## config.mk

```make
export PLATFORM = sky130hd
export DESIGN_NAME = gb_host_bridge
export DESIGN_NICKNAME = d
export VERILOG_FILES = /design/src/rtl/gb_host_bridge.sv
export SDC_FILE = /design/constraint.sdc
export NUM_CORES = 1
export LEC_CHECK = 0
export ABC_CLOCK_PERIOD_IN_PS = 2400
export CAP_MARGIN = 20
export CORE_MARGIN = 1
export CORE_UTILIZATION = 42
export DETAILED_ROUTE_END_ITERATION = 8
export PLACE_DENSITY = 0.86
export SYNTH_ARGS = -nofsm -noshare
export SYNTH_HDL_FRONTEND = slang
export SYNTH_SLANG_ARGS = --single-unit
```

## constraint.sdc

```tcl
create_clock -name i_clk -period 2.4 [get_ports i_clk]
set_clock_uncertainty 0.1 [all_clocks]
set_input_delay 0.48 -clock i_clk [delete_from_list [all_inputs] [get_ports i_clk]]
set_output_delay 0.48 -clock i_clk [all_outputs]
set_load 0.03 [all_outputs]
```

## src/rtl/gb_host_bridge.sv

```systemverilog
// Host-side ghostbus master: one read/write request in, one ghostbus strobe out,
// one response back. A single transaction is in flight at a time.
module gb_host_bridge #(
   parameter int unsigned AW         = 24,
   parameter int unsigned DW         = 32,
   parameter int unsigned RD_LATENCY = 2
) (
   input  logic          i_clk,
   input  logic          i_rst,
   input  logic          i_req_valid,
   output logic          o_req_ready,
   input  logic          i_req_we,
   input  logic [AW-1:0] i_req_addr,
   input  logic [DW-1:0] i_req_wdata,
   output logic          o_rsp_valid,
   input  logic          i_rsp_ready,
   output logic          o_rsp_we,
   output logic [DW-1:0] o_rsp_rdata,
   output logic [AW-1:0] o_gb_addr,
   output logic [DW-1:0] o_gb_dout,
   output logic          o_gb_we,
   output logic          o_gb_re,
   input  logic [DW-1:0] i_gb_din
);

   localparam logic [3:0] LatLoad = (RD_LATENCY == 0) ? 4'd0 : 4'(RD_LATENCY - 1);

   typedef enum logic [1:0] {StIdle, StStrobe, StWait, StResp} state_t;

   state_t          r_state, w_state_d;
   logic            r_we;
   logic [3:0]      r_cnt, w_cnt_d;
   logic            r_rsp_we, w_rsp_we_d;
   logic [DW-1:0]   r_rdata, w_rdata_d;
   logic [AW-1:0]   r_addr;
   logic [DW-1:0]   r_dout;
   logic            w_accept;

   always_comb begin
      w_state_d   = r_state;
      w_cnt_d     = r_cnt;
      w_rsp_we_d  = r_rsp_we;
      w_rdata_d   = r_rdata;
      o_req_ready = 1'b0;
      o_rsp_valid = 1'b0;
      o_gb_we     = 1'b0;
      o_gb_re     = 1'b0;
      unique case (r_state)
         StIdle: begin
            o_req_ready = 1'b1;
            if (i_req_valid) w_state_d = StStrobe;
         end
         StStrobe: begin
            o_gb_we = r_we;
            o_gb_re = ~r_we;
            if (r_we) begin
               w_rsp_we_d = 1'b1;
               w_rdata_d  = '0;
               w_state_d  = StResp;
            end else if (RD_LATENCY == 0) begin
               w_rsp_we_d = 1'b0;
               w_rdata_d  = i_gb_din;
               w_state_d  = StResp;
            end else begin
               w_rsp_we_d = 1'b0;
               w_cnt_d    = LatLoad;
               w_state_d  = StWait;
            end
         end
         StWait: begin
            // Counter reaching zero marks the cycle in which gb_din is valid.
            if (r_cnt == 4'd0) begin
               w_rdata_d = i_gb_din;
               w_state_d = StResp;
            end else begin
               w_cnt_d = r_cnt - 4'd1;
            end
         end
         StResp: begin
            o_rsp_valid = 1'b1;
            o_req_ready = i_rsp_ready;
            if (i_rsp_ready) w_state_d = i_req_valid ? StStrobe : StIdle;
         end
         default: w_state_d = StIdle;
      endcase
      if (i_rst) o_req_ready = 1'b0;
   end

   assign w_accept = o_req_ready & i_req_valid;

   always_ff @(posedge i_clk) begin
      if (i_rst) begin
         r_state  <= StIdle;
         r_cnt    <= 4'd0;
         r_rsp_we <= 1'b0;
         r_rdata  <= '0;
         r_addr   <= '0;
         r_dout   <= '0;
         r_we     <= 1'b0;
      end else begin
         r_state  <= w_state_d;
         r_cnt    <= w_cnt_d;
         r_rsp_we <= w_rsp_we_d;
         r_rdata  <= w_rdata_d;
         // Bus address/data only move on acceptance and hold otherwise.
         if (w_accept) begin
            r_addr <= i_req_addr;
            r_dout <= i_req_wdata;
            r_we   <= i_req_we;
         end
      end
   end

   assign o_rsp_we    = r_rsp_we;
   assign o_rsp_rdata = r_rdata;
   assign o_gb_addr   = r_addr;
   assign o_gb_dout   = r_dout;

endmodule

```

# --- Word level (Yosys, flattened, before mapping) ---
# Index checks and enable logic that the tools add are counted.
classes:
  n_bitwise: 2
  reduce_logical: 6
  n_eq_ne: 9
  div: 0
  n_addsub: 1
  n_lt_le_gt_ge: 0
  n_mul: 0
  shift: 0
  n_mux: 18
op_table:
  columns: ["operator", "n"]
  rows:
  - ["32-bit 2-to-1 mux", 2]
  - ["32-bit one-hot mux with 2 select lines", 1]
  - ["2-bit != test (second input constant)", 6]
  - ["3-bit AND reduction", 3]
  - ["4-bit 2-to-1 mux", 2]
  - ["2-bit one-hot mux with 4 select lines", 1]
  - ["4-bit one-hot mux with 2 select lines", 1]
  - ["1-bit 2-to-1 mux", 7]
  - ["2-bit 2-to-1 mux", 3]
  - ["2-bit == test (second input constant)", 2]
  - ["4-bit zero test", 1]
  - ["4-bit by 1-bit subtractor with 4-bit output (second input constant)", 1]
  - ["2-bit by 1-bit == test with 1-bit output (second input constant)", 1]
  - ["2-bit zero test", 1]
  - ["1-bit one-hot mux with 2 select lines", 1]
  - ["2-bit nonzero test", 1]
  - ["1-bit AND", 1]
  - ["1-bit NOT", 1]
totals:
  mem_count: 0
  ramBits: 0
  elab_cells: 43
  mem_bits_ro: 0
  regBits: 96
  latchBits: 0
  output_inout_bits: 93
  input_bits: 93

# --- Depth between registers and ports, before layout ---
# Gate-level depths: netlist of run 1.
depth:
  depth_word: 4
  depth_mapped: 7
  depth_no_buf: 6

# --- Worst setup path after synthesis of run 1 ---
# OpenSTA, ideal clock, no wires.
synth_path:
  path_type: "register -> register"
  start: "register r_state[1]"
  end: "register r_addr[0] (netlist: o_gb_addr[0])"
  synth_period_minus_slack_ns: 2.158
  n_path_buf: 2
  setup_time_ns: 0.123
  required_ns: 2.177
  stages_incl_launch_ff: 7
  arrival_time_ns: 1.935
  setup_slack_ns: 0.242
  path_cell_list: "dfxtp_1 > ha_1 > a21oi_1 > or4_1 > buf_2 > buf_6 > mux2_1"
synth_between:
  elab_chain_len: 4
  word_cells_on_any_way: 5
  cone_classes: "eq/ne (1); mux (2); bitwise (1); reduce/logical (1)"
synth_lines:
  columns: ["element", "line", "source"]
  rows:
  - ["from (decl)", "30", "state_t r_state, w_state_d;"]
  - ["from (signal assigned)", "93", "r_state <= StIdle;"]
  - ["from (signal assigned)", "101", "r_state <= w_state_d;"]
  - ["2-bit == test / 2-bit zero test (equally long branches)", "48", "unique case (r_state)"]
  - ["1-bit one-hot mux with 2 select lines *", "48", null]
  - ["1-bit 2-to-1 mux *", "86", "if (i_rst) o_req_ready = 1'b0;"]
  - ["1-bit AND *", "89", "assign w_accept = o_req_ready & i_req_valid;"]
  - ["to (signal assigned)", "107", "r_addr <= i_req_addr;"]
  - ["to (decl)", "35", "logic [AW-1:0] r_addr;"]
# Every way passes the cells marked *; elsewhere a longest branch is shown, timed or not.
# A chain may end at the register's enable or synchronous reset.

# --- Final worst setup path of run 1 ---
layout_path:
  start: "register r_state[1]"
  end: "output o_rsp_valid"
layout_between:
  elab_chain_len: 2
layout_lines:
  columns: ["element", "line", "source"]
  rows:
  - ["2-bit == test", "48", null]
  - ["1-bit 2-to-1 mux", "48", null]
  - ["to (decl)", "15", "output logic o_rsp_valid,"]
# No other way between the ends.

==> flow_metrics.env, run 1 <==
export IMPL_cp_startpoint="r_state[1]"
export IMPL_rsz0062_at_grt="false"
export IMPL_timing_final_ws_setup_ns=0.104
export IMPL_grt_pass1_vias=3408
export IMPL_min_path_type="register to register"
export IMPL_clkTransAtPathRegs_ns=0.09
export IMPL_ant_nets=0
export IMPL_fp_dieW_microns=103
export IMPL_use_met3=0.0834
export IMPL_ys_warn_count=0
export IMPL_cts_buffer_depth=2
export IMPL_pwr_density_cell_mw_per_mm2=978
export IMPL_nFillCells=764
export IMPL_busiest_layer="met2"
export IMPL_start_util=0.434
export IMPL_place_hpwl_microns=7540
export IMPL_cp_max_fo=4
export IMPL_gp_congestion=0.767
export IMPL_yosys_top_cells_count="96 x dfxtp_1, 60 x nor2b_1, 40 x mux2_2, 36 x nand2b_1"
export IMPL_report_final_slew_viol_count=0
export IMPL_nets=665
export IMPL_regToRegStartpoint="r_cnt[0]"
export IMPL_wl_microns=10800
export IMPL_cts_setup_buffers=0
export IMPL_synthesis_area_sq_mm=0.00425
export IMPL_r2r_end="r_state[0]"
export IMPL_leakage_nw=2.43
export IMPL_clkSinkCount=96
export IMPL_detail_route_first_pass_iterations=4
export IMPL_drc=0
export IMPL_max_slew_worst_pin_slew_ns=0.598
export IMPL_die_h_microns=103
export IMPL_synth_fp_nets=488
export IMPL_hold_path_startpoint="o_rsp_rdata[15]"
export IMPL_holdWs_ns=0.373
export IMPL_finalCritPeriodShare=0.957
export IMPL_ys_ff_latch=96
export IMPL_track_usage=0.198
export IMPL_yosysSeqAreaShare=0.453
export IMPL_synth_edf_count=0
export IMPL_cap_violations=0
export IMPL_crit_path_start_kind="register"
export IMPL_critPathRequiredTime_ns=1.82
export IMPL_grt_pass1_wl_microns=16000
export IMPL_ir_drop_uv=559
export IMPL_drive_gt1_frac=0.128
export IMPL_crit_type="register to output pin"
export IMPL_synth_cells=389
export IMPL_yosysMostFrequentCell="dfxtp_1"
export IMPL_status="finished, final reports clean"
export IMPL_cts_buffers=9
export IMPL_timing_hold_worst_endpoint="o_rsp_rdata[15]"
export IMPL_rrSetupSlack_ns=0.16
export IMPL_synth_avg_cell_area_sq_um=10.9
export IMPL_finalSetupViolCount=0
export IMPL_ys_types=33
export IMPL_cts_max_level=3
export IMPL_post_route_util=0.654
export IMPL_grt_use_met1=0.213
export IMPL_cts_tree="yes"
export IMPL_synth_top_cells_by_area="dfxtp_1 45%, mux2_2 11%, nor2b_1 8.8%"
export IMPL_clk_latency_ns=0.35
export IMPL_met2_usage=0.337
export IMPL_wl_per_cell_microns=15.3
export IMPL_end_kind="output pin"
export IMPL_async_reset_ff_frac=0
export IMPL_synth_top_cell_area_share=0.453
export IMPL_synth_flop_cell="dfxtp_1"
export IMPL_final_setup_tns_ns=0
export IMPL_worstHoldPathCells=2
export IMPL_core_area_sq_mm=0.00977
export IMPL_arrival_ns=1.72
export IMPL_dieArea_sq_mm=0.0105
export IMPL_hold_viol=0
export IMPL_finalPower_mw=6.25
export IMPL_period_needed_ns=2.30
export IMPL_grt_overflow=0
export IMPL_dp_slack_ns=-0.158
export IMPL_io_pins=186
export IMPL_cts_root_buf="clkbuf_8"
export IMPL_relSlewSlack=0.601
export IMPL_via_per_inst=4.87
export IMPL_synth_top_area_cell="dfxtp_1"
export IMPL_antenna_found_initial=0
export IMPL_reg2reg_depth=5
export IMPL_drtIter0Drc=44
export IMPL_grt_max_degree=68
export IMPL_fmax_mhz=436
export IMPL_rows=36
export IMPL_n_antenna_cell=0
export IMPL_portBuffers=185
export IMPL_vias=3426
export IMPL_area_growth_pct=50.5
-- through the flow --
stage / std cells / area [sq um]
2_1_floorplan: 389 / 4250
3_3_place_gp: 687 / 6190
3_5_place_dp: 687 / 6190
4_1_cts: 703 / 6360
5_1_grt: 704 / 6390
6_report: 704 / 6390
-- repair_timing --
| item | 4_1_cts | 5_1_grt |
|---|---|---|
| hold buffers | 0 | 0 |
| pin swaps | 0 | 0 |
| gates resized for setup | 1 | 2 |
| setup endpoints to repair | 1 | 46 |
| gates cloned | 0 | 1 |
-- cell type report --
type | count | area (sq um) | area share
inverters | 7 | 26.3 | 0.00411
repair buffers | 195 | 1970 | 0.309
flip-flops and latches | 96 | 1920 | 0.301
clock inverters | 5 | 32.5 | 0.00509
clock buffers | 11 | 141 | 0.0221
well taps | 133 | 166 | 0.0260
multi-input cells | 257 | 2130 | 0.333
-- registers in the layout, indices dropped and copies added, names as in the netlist --
| signal | flops |
|---|---|
| o_gb_addr | 24 |
| o_gb_dout | 32 |
| o_rsp_rdata | 32 |
| o_rsp_we | 1 |
| r_cnt | 4 |
| r_state | 2 |
| r_we | 1 |
-- per-layer routing --
layer	routed length, microns	vias up
li1	-	1666
met1	4260	1595
met2	5100	148
met3	1180	17
met4	213	0
met5	0	-
-- layout by cell type (no fill, tap or decap), types with 2 or more instances in the layout --
cell / instances
clkbuf_8: 10
mux2_1: 18
buf_12: 3
nand4b_1: 3
clkinvlp_4: 3
mux2_2: 40
dfxtp_1: 96
nor2_1: 3
ha_1: 6
mux2i_1: 33
nor2b_1: 59
o21ai_0: 2
clkdlybuf4s50_1: 181
buf_4: 9
inv_1: 7
nand2b_1: 36
a31oi_1: 2
a21oi_1: 5
clkinv_2: 2
nor3_1: 3
nand3b_1: 33
-- power breakdown --
group          internal, mW  switching (mW)  total (mW)  leakage, nW
clock                 0.402           0.547       0.949       0.0813
sequential             1.95           0.192        2.14        0.782
combinational          1.52            1.65        3.16         1.57
total                  3.86            2.39        6.25         2.43
-- logic make-up (layout without fill, tap and decap cells) --
| kind of cell | Yosys count | after routing | share of synthesized area |
|---|---|---|---|
| and+or+nand+nor | 144 | 144 | 0.223 |
| DFF | 96 | 96 | 0.453 |
| muxes | 91 | 91 | 0.232 |
| buffers and inverters | 36 | 218 | 0.0472 |
| AOI/OAI and AO/OA | 16 | 16 | 0.0280 |
| adders and majority gates | 6 | 6 | 0.0177 |
-- worst max-delay path by stage --
stage / to / slack (ns) / cells after the start
5_1_grt: o_rsp_valid / 0.02 / 2
4_1_cts: o_gb_dout[28] / 0.02 / 5
2_1_floorplan: o_gb_addr[0] / 0.24 / 6
3_5_place_dp: o_gb_dout[28] / -0.16 / 5
6_report: o_rsp_valid / 0.10 / 2
3_3_place_gp: o_gb_addr[12] / -0.09 / 5
-- worst max-delay path, stage by stage (launching register included) --
cell	delay, ns
dfxtp_1	0.40
ha_1	0.27
clkdlybuf4s50_1	0.70
Note: power is estimated with default switching activity, not from simulation.
==> run 2: changes to the inputs <==
Settings changed: CELL_PAD_IN_SITES_DETAIL_PLACEMENT set to 0, CELL_PAD_IN_SITES_GLOBAL_PLACEMENT set to 1, CORE_UTILIZATION 42 to 31, PLACE_DENSITY 0.86 to 0.85.
==> run 2 against run 1 <==
  * Power grew 8.5%
  * Clock power grew 59%
  * Combinational power is essentially flat
  * Sequential share of layout area shrank 0.87 points
  * Sequential power is essentially flat
  * First-iteration DRC count grew 66%
  * Maximum frequency grew 1.4%
  * Via count shrank 1.3%
  * Setup slack gained 0.031 ns
  * Critical endpoint unchanged
  * Largest cell class unchanged
  * Highest routed layer unchanged
==> flow_metrics.env, run 2 (same netlist as run 1, synthesis figures left out) <==
export IMPL_cap_violations=0
export IMPL_regToRegStartpoint="r_cnt[0]"
export IMPL_nets=665
export IMPL_cp_max_fo=4
export IMPL_n_antenna_cell=0
export IMPL_grt_overflow=0
export IMPL_fp_dieW_microns=119
export IMPL_place_hpwl_microns=7280
export IMPL_final_common_cell="clkdlybuf4s50_1"
export IMPL_io_pins=186
export IMPL_portBuffers=185
export IMPL_rows=42
export IMPL_rsz0062_at_grt="false"
export IMPL_area_growth_pct=55.1
export IMPL_vias=3380
export IMPL_period_needed_ns=2.27
export IMPL_cts_buffer_depth=2
export IMPL_end_kind="output pin"
export IMPL_wl_per_cell_microns=14.3
export IMPL_final_cell_mix="181 x clkdlybuf4s50_1, 96 x dfxtp_1, 60 x nor2b_1"
export IMPL_antenna_found_initial=0
export IMPL_gp_congestion=0.719
export IMPL_detail_route_first_pass_iterations=4
export IMPL_finalPower_mw=6.78
export IMPL_cts_hold_buffers=0
export IMPL_drive_gt1_frac=0.128
export IMPL_design_area_sq_mm=0.00658
export IMPL_finalSetupViolCount=0
export IMPL_hold_path_startpoint="o_rsp_rdata[24]"
export IMPL_dieArea_sq_mm=0.0142
export IMPL_ant_nets=0
export IMPL_report_final_slew_viol_count=0
export IMPL_dp_cells=730
export IMPL_arrival_ns=1.69
export IMPL_fmax_mhz=441
export IMPL_track_usage=0.152
export IMPL_r2r_end="r_state[0]"
export IMPL_drc=0
export IMPL_core_area_sq_mm=0.0133
export IMPL_grt_pass1_vias=3501
export IMPL_ir_drop_uv=510
export IMPL_placed_area_sq_mm=0.00624
export IMPL_holdWs_ns=0.372
export IMPL_pwr_density_cell_mw_per_mm2=1030
export IMPL_final_setup_tns_ns=0
export IMPL_cts_max_level=3
export IMPL_crit_type="register to output pin"
export IMPL_dp_slack_ns=-0.126
export IMPL_post_route_util=0.495
export IMPL_clk_latency_ns=0.34
export IMPL_cts_tree="yes"
export IMPL_grt_pass1_wl_microns=17000
export IMPL_finalCritPeriodShare=0.944
export IMPL_critPathRequiredTime_ns=1.82
export IMPL_finalNonFillerCells=747
export IMPL_cts_root_buf="clkbuf_16"
export IMPL_drtIter0Drc=73
export IMPL_nFillCells=1216
export IMPL_timing_final_ws_setup_ns=0.135
export IMPL_leakage_nw=2.50
export IMPL_rrSetupSlack_ns=0.19
export IMPL_status="finished, final reports clean"
export IMPL_max_slew_worst_pin_slew_ns=0.658
export IMPL_reg2reg_depth=5
export IMPL_grt_max_degree=73
export IMPL_hold_viol=0
export IMPL_crit_path_start_kind="register"
export IMPL_worstHoldPathCells=2
export IMPL_wl_microns=10700
export IMPL_clkSinkCount=96
export IMPL_via_per_inst=4.52
export IMPL_min_path_type="register to register"
export IMPL_start_util=0.319
export IMPL_cts_buffers=9
export IMPL_clkTransAtPathRegs_ns=0.06
export IMPL_die_h_microns=119
export IMPL_timing_hold_worst_endpoint="o_rsp_rdata[24]"
export IMPL_relSlewSlack=0.561
==> run 2: critical path, stage by stage, from the launching register on <==
cell and delay (ns):
dfxtp_1 0.38, ha_1 0.25, clkdlybuf4s50_1 0.71
==> run 2: metal layers <==
metal / track usage / vias to the layer above / part of all wire
met5: 0 / - / 0
li1: - / 1672 / -
met3: 0.0752 / 11 / 0.12
met1: 0.174 / 1556 / 0.42
met2: 0.236 / 141 / 0.44
met4: 0.0665 / 0 / 0.017
==> run 2: worst max path at each step <==
stage | start | end | slack, ns | cells past startpoint
finish | r_state[1] | o_rsp_valid | 0.13 | 2
detailed placement | i_req_valid | o_gb_addr[22] | -0.13 | 5
floorplan | r_state[1] | o_gb_addr[0] | 0.24 | 6
global route | r_state[1] | o_gb_re | 0.04 | 5
CTS | r_state[1] | o_gb_addr[22] | 0.06 | 5
global placement | i_req_valid | o_gb_addr[22] | -0.11 | 5
==> run 2: area by class of cell <==
cell class,instances,area [sq um],area share
repair buffers,195,1970,0.300
clock buffers,10,239,0.0363
flip-flops and latches,96,1920,0.292
well taps,176,220,0.0335
clock inverters,6,75.1,0.0114
multi-input cells,257,2130,0.323
inverters,7,26.3,0.00399
==> run 2: repair_timing <==
| action | 4_1_cts | 5_1_grt |
|---|---|---|
| setup buffers | 0 | 0 |
| resized for setup | 1 | 1 |
| pin swaps | 0 | 0 |
| setup endpoints to repair | 1 | 19 |
| cloned | 0 | 1 |
==> run 2: power by group <==
| group | internal [mW] | switching, mW |
|---|---|---|
| registers | 1.95 | 0.187 |
| logic | 1.51 | 1.63 |
| clock network | 0.852 | 0.655 |
==> run 3: changes to the inputs <==
Settings changed: ABC_CLOCK_PERIOD_IN_PS 2400 to unset.
==> results of run 3 <==
No change in the layout: final DEF, timing and power equal those of run 2.
